## src/rtl/matmul_tile_sequencer.sv

```systemverilog
// Control sequencer for one NxN systolic matmul output tile: clear, K skewed operand reads, flush, row drain.
// Optional MATMUL_SEQ_PERF_EN adds saturating busy/stall cycle counters.
module matmul_tile_sequencer #(
   parameter int unsigned N     = 4,
   parameter int unsigned K_MAX = 64,
   parameter int unsigned AW    = $clog2(K_MAX),
   parameter int unsigned KW    = $clog2(K_MAX + 1)
) (
   input  logic                   clk,
   input  logic                   rst,
   input  logic                   start,
   input  logic [KW-1:0]          k_len,
   output logic                   busy,
   output logic                   done,
   output logic                   arr_clear,
   output logic                   rd_en,
   output logic [AW-1:0]          rd_addr,
   output logic [N-1:0]           lane_vld,
   output logic                   out_valid,
   output logic [$clog2(N)-1:0]   drain_row,
   input  logic                   out_ready
`ifdef MATMUL_SEQ_PERF_EN
   ,
   output logic [31:0]            perf_busy_cyc,
   output logic [31:0]            perf_stall_cyc
`endif
);

   localparam int unsigned FW = $clog2(2 * N);
   localparam int unsigned CW = (KW > FW) ? KW : FW;
   localparam int unsigned RW = $clog2(N);

   typedef enum logic [2:0] {
      S_IDLE  = 3'd0,
      S_CLEAR = 3'd1,
      S_FILL  = 3'd2,
      S_FLUSH = 3'd3,
      S_DRAIN = 3'd4,
      S_DONE  = 3'd5
   } state_t;

   state_t          r_state;
   state_t          w_state_nxt;
   logic [CW-1:0]   r_cnt;
   logic [CW-1:0]   w_cnt_nxt;
   logic [KW-1:0]   r_k;
   logic [KW-1:0]   w_k_nxt;

   logic            r_busy;
   logic            r_done;
   logic            r_arr_clear;
   logic            r_rd_en;
   logic [AW-1:0]   r_rd_addr;
   logic [N-1:0]    r_lane;
   logic            r_out_valid;
   logic [RW-1:0]   r_drain_row;

   // Next-state and counter update; outputs are registered from the next-state view.
   always_comb begin
      w_state_nxt = r_state;
      w_cnt_nxt   = r_cnt;
      w_k_nxt     = r_k;
      case (r_state)
         S_IDLE: begin
            if (start && (k_len != '0)) begin
               w_state_nxt = S_CLEAR;
               w_cnt_nxt   = '0;
               w_k_nxt     = (k_len > KW'(K_MAX)) ? KW'(K_MAX) : k_len;
            end
         end
         S_CLEAR: begin
            w_state_nxt = S_FILL;
            w_cnt_nxt   = '0;
         end
         S_FILL: begin
            if (r_cnt == (CW'(r_k) - CW'(1))) begin
               w_state_nxt = S_FLUSH;
               w_cnt_nxt   = '0;
            end else begin
               w_cnt_nxt = r_cnt + CW'(1);
            end
         end
         S_FLUSH: begin
            // Last flush cycle is the final MAC of the far-corner PE.
            if (r_cnt == CW'(2 * N - 2)) begin
               w_state_nxt = S_DRAIN;
               w_cnt_nxt   = '0;
            end else begin
               w_cnt_nxt = r_cnt + CW'(1);
            end
         end
         S_DRAIN: begin
            if (out_ready) begin
               if (r_cnt == CW'(N - 1)) begin
                  w_state_nxt = S_DONE;
                  w_cnt_nxt   = '0;
               end else begin
                  w_cnt_nxt = r_cnt + CW'(1);
               end
            end
         end
         S_DONE: begin
            w_state_nxt = S_IDLE;
            w_cnt_nxt   = '0;
         end
         default: begin
            w_state_nxt = S_IDLE;
            w_cnt_nxt   = '0;
         end
      endcase
   end

   // State, counters and registered outputs.
   always_ff @(posedge clk) begin
      if (rst) begin
         r_state     <= S_IDLE;
         r_cnt       <= '0;
         r_k         <= '0;
         r_busy      <= 1'b0;
         r_done      <= 1'b0;
         r_arr_clear <= 1'b0;
         r_rd_en     <= 1'b0;
         r_rd_addr   <= '0;
         r_lane      <= '0;
         r_out_valid <= 1'b0;
         r_drain_row <= '0;
      end else begin
         r_state     <= w_state_nxt;
         r_cnt       <= w_cnt_nxt;
         r_k         <= w_k_nxt;
         r_busy      <= (w_state_nxt == S_CLEAR) || (w_state_nxt == S_FILL) ||
                        (w_state_nxt == S_FLUSH) || (w_state_nxt == S_DRAIN);
         r_done      <= (w_state_nxt == S_DONE);
         r_arr_clear <= (w_state_nxt == S_CLEAR);
         r_rd_en     <= (w_state_nxt == S_FILL);
         r_rd_addr   <= (w_state_nxt == S_FILL) ? AW'(w_cnt_nxt) : '0;
         // Lane i sees the read strobe 1+i cycles late (1 for buffer latency, i for skew).
         r_lane      <= N'({r_lane, r_rd_en});
         r_out_valid <= (w_state_nxt == S_DRAIN);
         r_drain_row <= (w_state_nxt == S_DRAIN) ? RW'(w_cnt_nxt) : '0;
      end
   end

   assign busy      = r_busy;
   assign done      = r_done;
   assign arr_clear = r_arr_clear;
   assign rd_en     = r_rd_en;
   assign rd_addr   = r_rd_addr;
   assign lane_vld  = r_lane;
   assign out_valid = r_out_valid;
   assign drain_row = r_drain_row;

`ifdef MATMUL_SEQ_PERF_EN
   logic        w_accept;
   logic [31:0] r_perf_busy;
   logic [31:0] r_perf_stall;

   assign w_accept = (r_state == S_IDLE) && start && (k_len != '0);

   // Saturating counters, cleared by reset or an accepted start.
   always_ff @(posedge clk) begin
      if (rst || w_accept) begin
         r_perf_busy  <= '0;
         r_perf_stall <= '0;
      end else begin
         if (r_busy && !(&r_perf_busy)) begin
            r_perf_busy <= r_perf_busy + 32'd1;
         end
         if (r_out_valid && !out_ready && !(&r_perf_stall)) begin
            r_perf_stall <= r_perf_stall + 32'd1;
         end
      end
   end

   assign perf_busy_cyc  = r_perf_busy;
   assign perf_stall_cyc = r_perf_stall;
`endif

endmodule

```

## config.mk

```make
export PLATFORM = sky130hd
export DESIGN_NAME = matmul_tile_sequencer
export DESIGN_NICKNAME = d
export VERILOG_FILES = /design/src/rtl/matmul_tile_sequencer.sv
export SDC_FILE = /design/constraint.sdc
export NUM_CORES = 1
export LEC_CHECK = 0
export CAP_MARGIN = 20
export CORE_MARGIN = 10
export CORE_UTILIZATION = 50
export CTS_CLUSTER_DIAMETER = 120
export DETAILED_ROUTE_END_ITERATION = 12
export PLACE_DENSITY_LB_ADDON = 0.15
export SETUP_SLACK_MARGIN = 0.3
export SLEW_MARGIN = 20
export SYNTH_ARGS = -nofsm -noshare
export SYNTH_HDL_FRONTEND = slang
export SYNTH_SLANG_ARGS = --single-unit
```

## constraint.sdc

```tcl
create_clock -name clk -period 2.85 [get_ports clk]
set_clock_uncertainty 0.1 [all_clocks]
set_input_delay 0.57 -clock clk [delete_from_list [all_inputs] [get_ports clk]]
set_output_delay 0.57 -clock clk [all_outputs]
set_load 0.01 [all_outputs]
```

==> impl_metrics.ini <==
[sta]
fin_crit_sh = 0.853
hold_viol = 0
finalSetupViolations = 0
slew_viol_final = 0
worst_pin_slew_ps = 615
rsz0062_at_grt = no
setup_tns_ps = 0
period_needed_ps = 2430
max_slew_margin = 0.589
max_freq_ghz = 0.411

[logic_synthesis]
synth.most_common_cell = dfxtp_1
synth_seq_cells = 34
synth_xor_area_frac = 0.0624
synth_area_sq_um = 1640
synth_flop_cell = dfxtp_1
yosys.area_share.simple = 0.300
synthAdderAreaFrac = 0.0228
yosysWarnings = 0
syn_inst = 188
synthTopCellsByArea = dfxtp_1, a21oi_1, nand2_1
synth_area_per_cell_sq_um = 8.75
synth_mux_area_frac = 0.0122
synth_top_family_by_area = simple AND/OR/NAND/NOR gates
synth_common_cells = dfxtp_1, a21oi_1, nand2_1
synth.top_cell.area_share = 0.414
synth_compound_area_frac = 0.150
synth.net_count = 202
synth_top_cell_by_area = dfxtp_1
async_flop_share = 0
seq_area_frac_synth = 0.414
ys_types = 44
synth_edf_count = 0

[cts]
insertion_delay_ps = 340
h-tree-depth = 2
clk_pin_slew_ps = 100
cts.path.max_buffers = 2
cts-buffers-inserted = 5
cts_root_buf = clkbuf_4
cts.sinks = 34
cts_setup_buffers = 0
cts_tree = built

[cells_and_area]
finalNetCount = 230
post-route-util = 0.678
drive_above_1_share = 0.124
diodes = 0
fill_cells = 282
area_growth_pct = 28.0

[global_route]
grt_pass1_vias = 1341
grt_max_degree = 24
grt_first_pass_wirelength_mm = 6.12
grt_overflow = 0
grtUsageTotal = 0.122
antenna_found_initial = 0

[pwr]
switchingPower_w = 0.000260
power_frac_comb = 0.132
clockPowerShare = 0.406
p_int_w = 0.000831
swShare = 0.239
power_density_nw_per_um2 = 519
p_leak_nw = 0.758
ir_drop_mv = 0.273
p_seq_frac = 0.462

[status]
status = finished, final reports clean

[die]
coreArea_sq_um = 3100
initial_core_util = 0.530
fp.dieW_microns = 77.3
io_pins = 28
die_y_microns = 77.3
dieArea_sq_um = 5980
rows = 20

[critical_path]
required_ps = 3000
crit_path_end_kind = flop
worst_setup_path_start_kind = flop
critPathMaxFanout = 6
path_class = flop to flop
cp_data_arrival_time_ps = 2580

[drt]
vias = 1455
drt_iter0_drc = 118
viasPerCell = 5.57
ant_nets = 0
drt_wl_total_mm = 3.75
dr.pass1.iters = 4
drc = 0
avgRoutedWirePerCell_microns = 14.3

[place]
place_hpwl_mm = 2.81
gp_congestion = 0.854
io_buffers = 27

[worst_hold_path]
min_path_type = flop to flop

[run]
cap_violations = 0
## layer usage
metal	wire, microns	track usage
met5	0	0
met4	50	0.0474
met3	243	0.0541
met2	1870	0.199
met1	1580	0.138
## cell families after synthesis
logic type | after synthesis
adders and majority gates | 3
xor gates and xnor gates | 10
muxes | 2
buffers and inverters | 17
DFF | 34
AOI/OAI and AO/OA | 37
and+or+nand+nor | 85
## layout make-up
type | instances | area, sq um | share of cell area
Multi-Input combinational cell | 137 | 935 | 0.444
Sequential cell | 34 | 682 | 0.324
Timing Repair Buffer | 31 | 300 | 0.143
Clock inverter | 3 | 68.8 | 0.0327
Tap cell | 44 | 55.1 | 0.0262
Clock buffer | 5 | 37.5 | 0.0178
Inverter | 7 | 26.3 | 0.0125
## power by group through the flow
stage,Sequential [W],Clock [W],Combinational [W]
after CTS,0.000504,0.000452,0.000137
after detailed placement,0.000515,0,0.000136
after global placement,0.000514,0,0.000132
final,0.000504,0.000443,0.000144
after global routing,0.000507,0.000470,0.000159
after floorplan,0.000510,0,0.0000904
## metrics by stage
step / std cells / setup slack [ps] / power [W] / hold slack, ps / instance area (sq um)
CTS: 261 / 345 / 0.00109 / 379 / 2070
floorplan: 188 / 550 / 0.000601 / 355 / 1640
detailed placement: 253 / 78.2 / 0.000651 / 363 / 1960
finish: 261 / 418 / 0.00109 / 376 / 2100
global route: 261 / 293 / 0.00114 / 383 / 2100
global placement: 253 / 129 / 0.000646 / 346 / 1960
## worst paths after layout
path	from	to	slack, ps	cells past startpoint
max	r_k[0]	rd_addr[1]	420	7
min	rd_en	lane_vld[0]	380	1
max reg2reg	r_k[0]	rd_addr[1]	420	7
min reg2reg	rd_en	lane_vld[0]	380	1
## critical path, stage by stage (launching register included)
cell,delay (ps)
dfxtp_2,370
or4_1,550
or3_1,360
a211o_1,320
a311o_1,350
nand3_4,130
inv_2,50
and2_1,120
## registers in the layout, summed over array words and instances (netlist names), 2 cells and up
signal,flops
drain_row,2
lane_vld,4
r_cnt,7
r_k,7
r_state,3
rd_addr,6
## timing repair
action | CTS | global route
setup endpoints to repair | 0 | 10
resized for setup | 0 | 6
hold buffers | 0 | 0
## layout by cell type, fill, tap and decap left out, types with 2 or more instances in the layout
| cell | Yosys | layout |
|---|---|---|
| dfxtp_1 | 34 | 33 |
| clkdlybuf4s50_1 | 0 | 27 |
| a21oi_1 | 19 | 19 |
| nand2_1 | 19 | 19 |
| nor2b_1 | 9 | 9 |
| nor3_1 | 9 | 9 |
| nand3b_1 | 9 | 9 |
| nor2_1 | 7 | 7 |
| nand3_1 | 7 | 7 |
| inv_1 | 6 | 6 |
| a31oi_1 | 5 | 5 |
| xnor2_1 | 5 | 5 |
| clkbuf_4 | 0 | 5 |
| xor2_1 | 4 | 4 |
| buf_4 | 0 | 4 |
| and2_1 | 3 | 3 |
| and3_1 | 3 | 3 |
| ha_1 | 3 | 3 |
| or4_1 | 2 | 2 |
| mux2i_1 | 2 | 2 |
| or3_1 | 2 | 2 |
| a211o_1 | 2 | 2 |
| nor3_2 | 2 | 2 |
| nor3b_1 | 2 | 2 |
| and3b_1 | 2 | 2 |
| o211ai_1 | 2 | 2 |
| or2_2 | 2 | 2 |
| bufinv_16 | 0 | 2 |
Note: power is estimated with default switching activity, not from simulation.
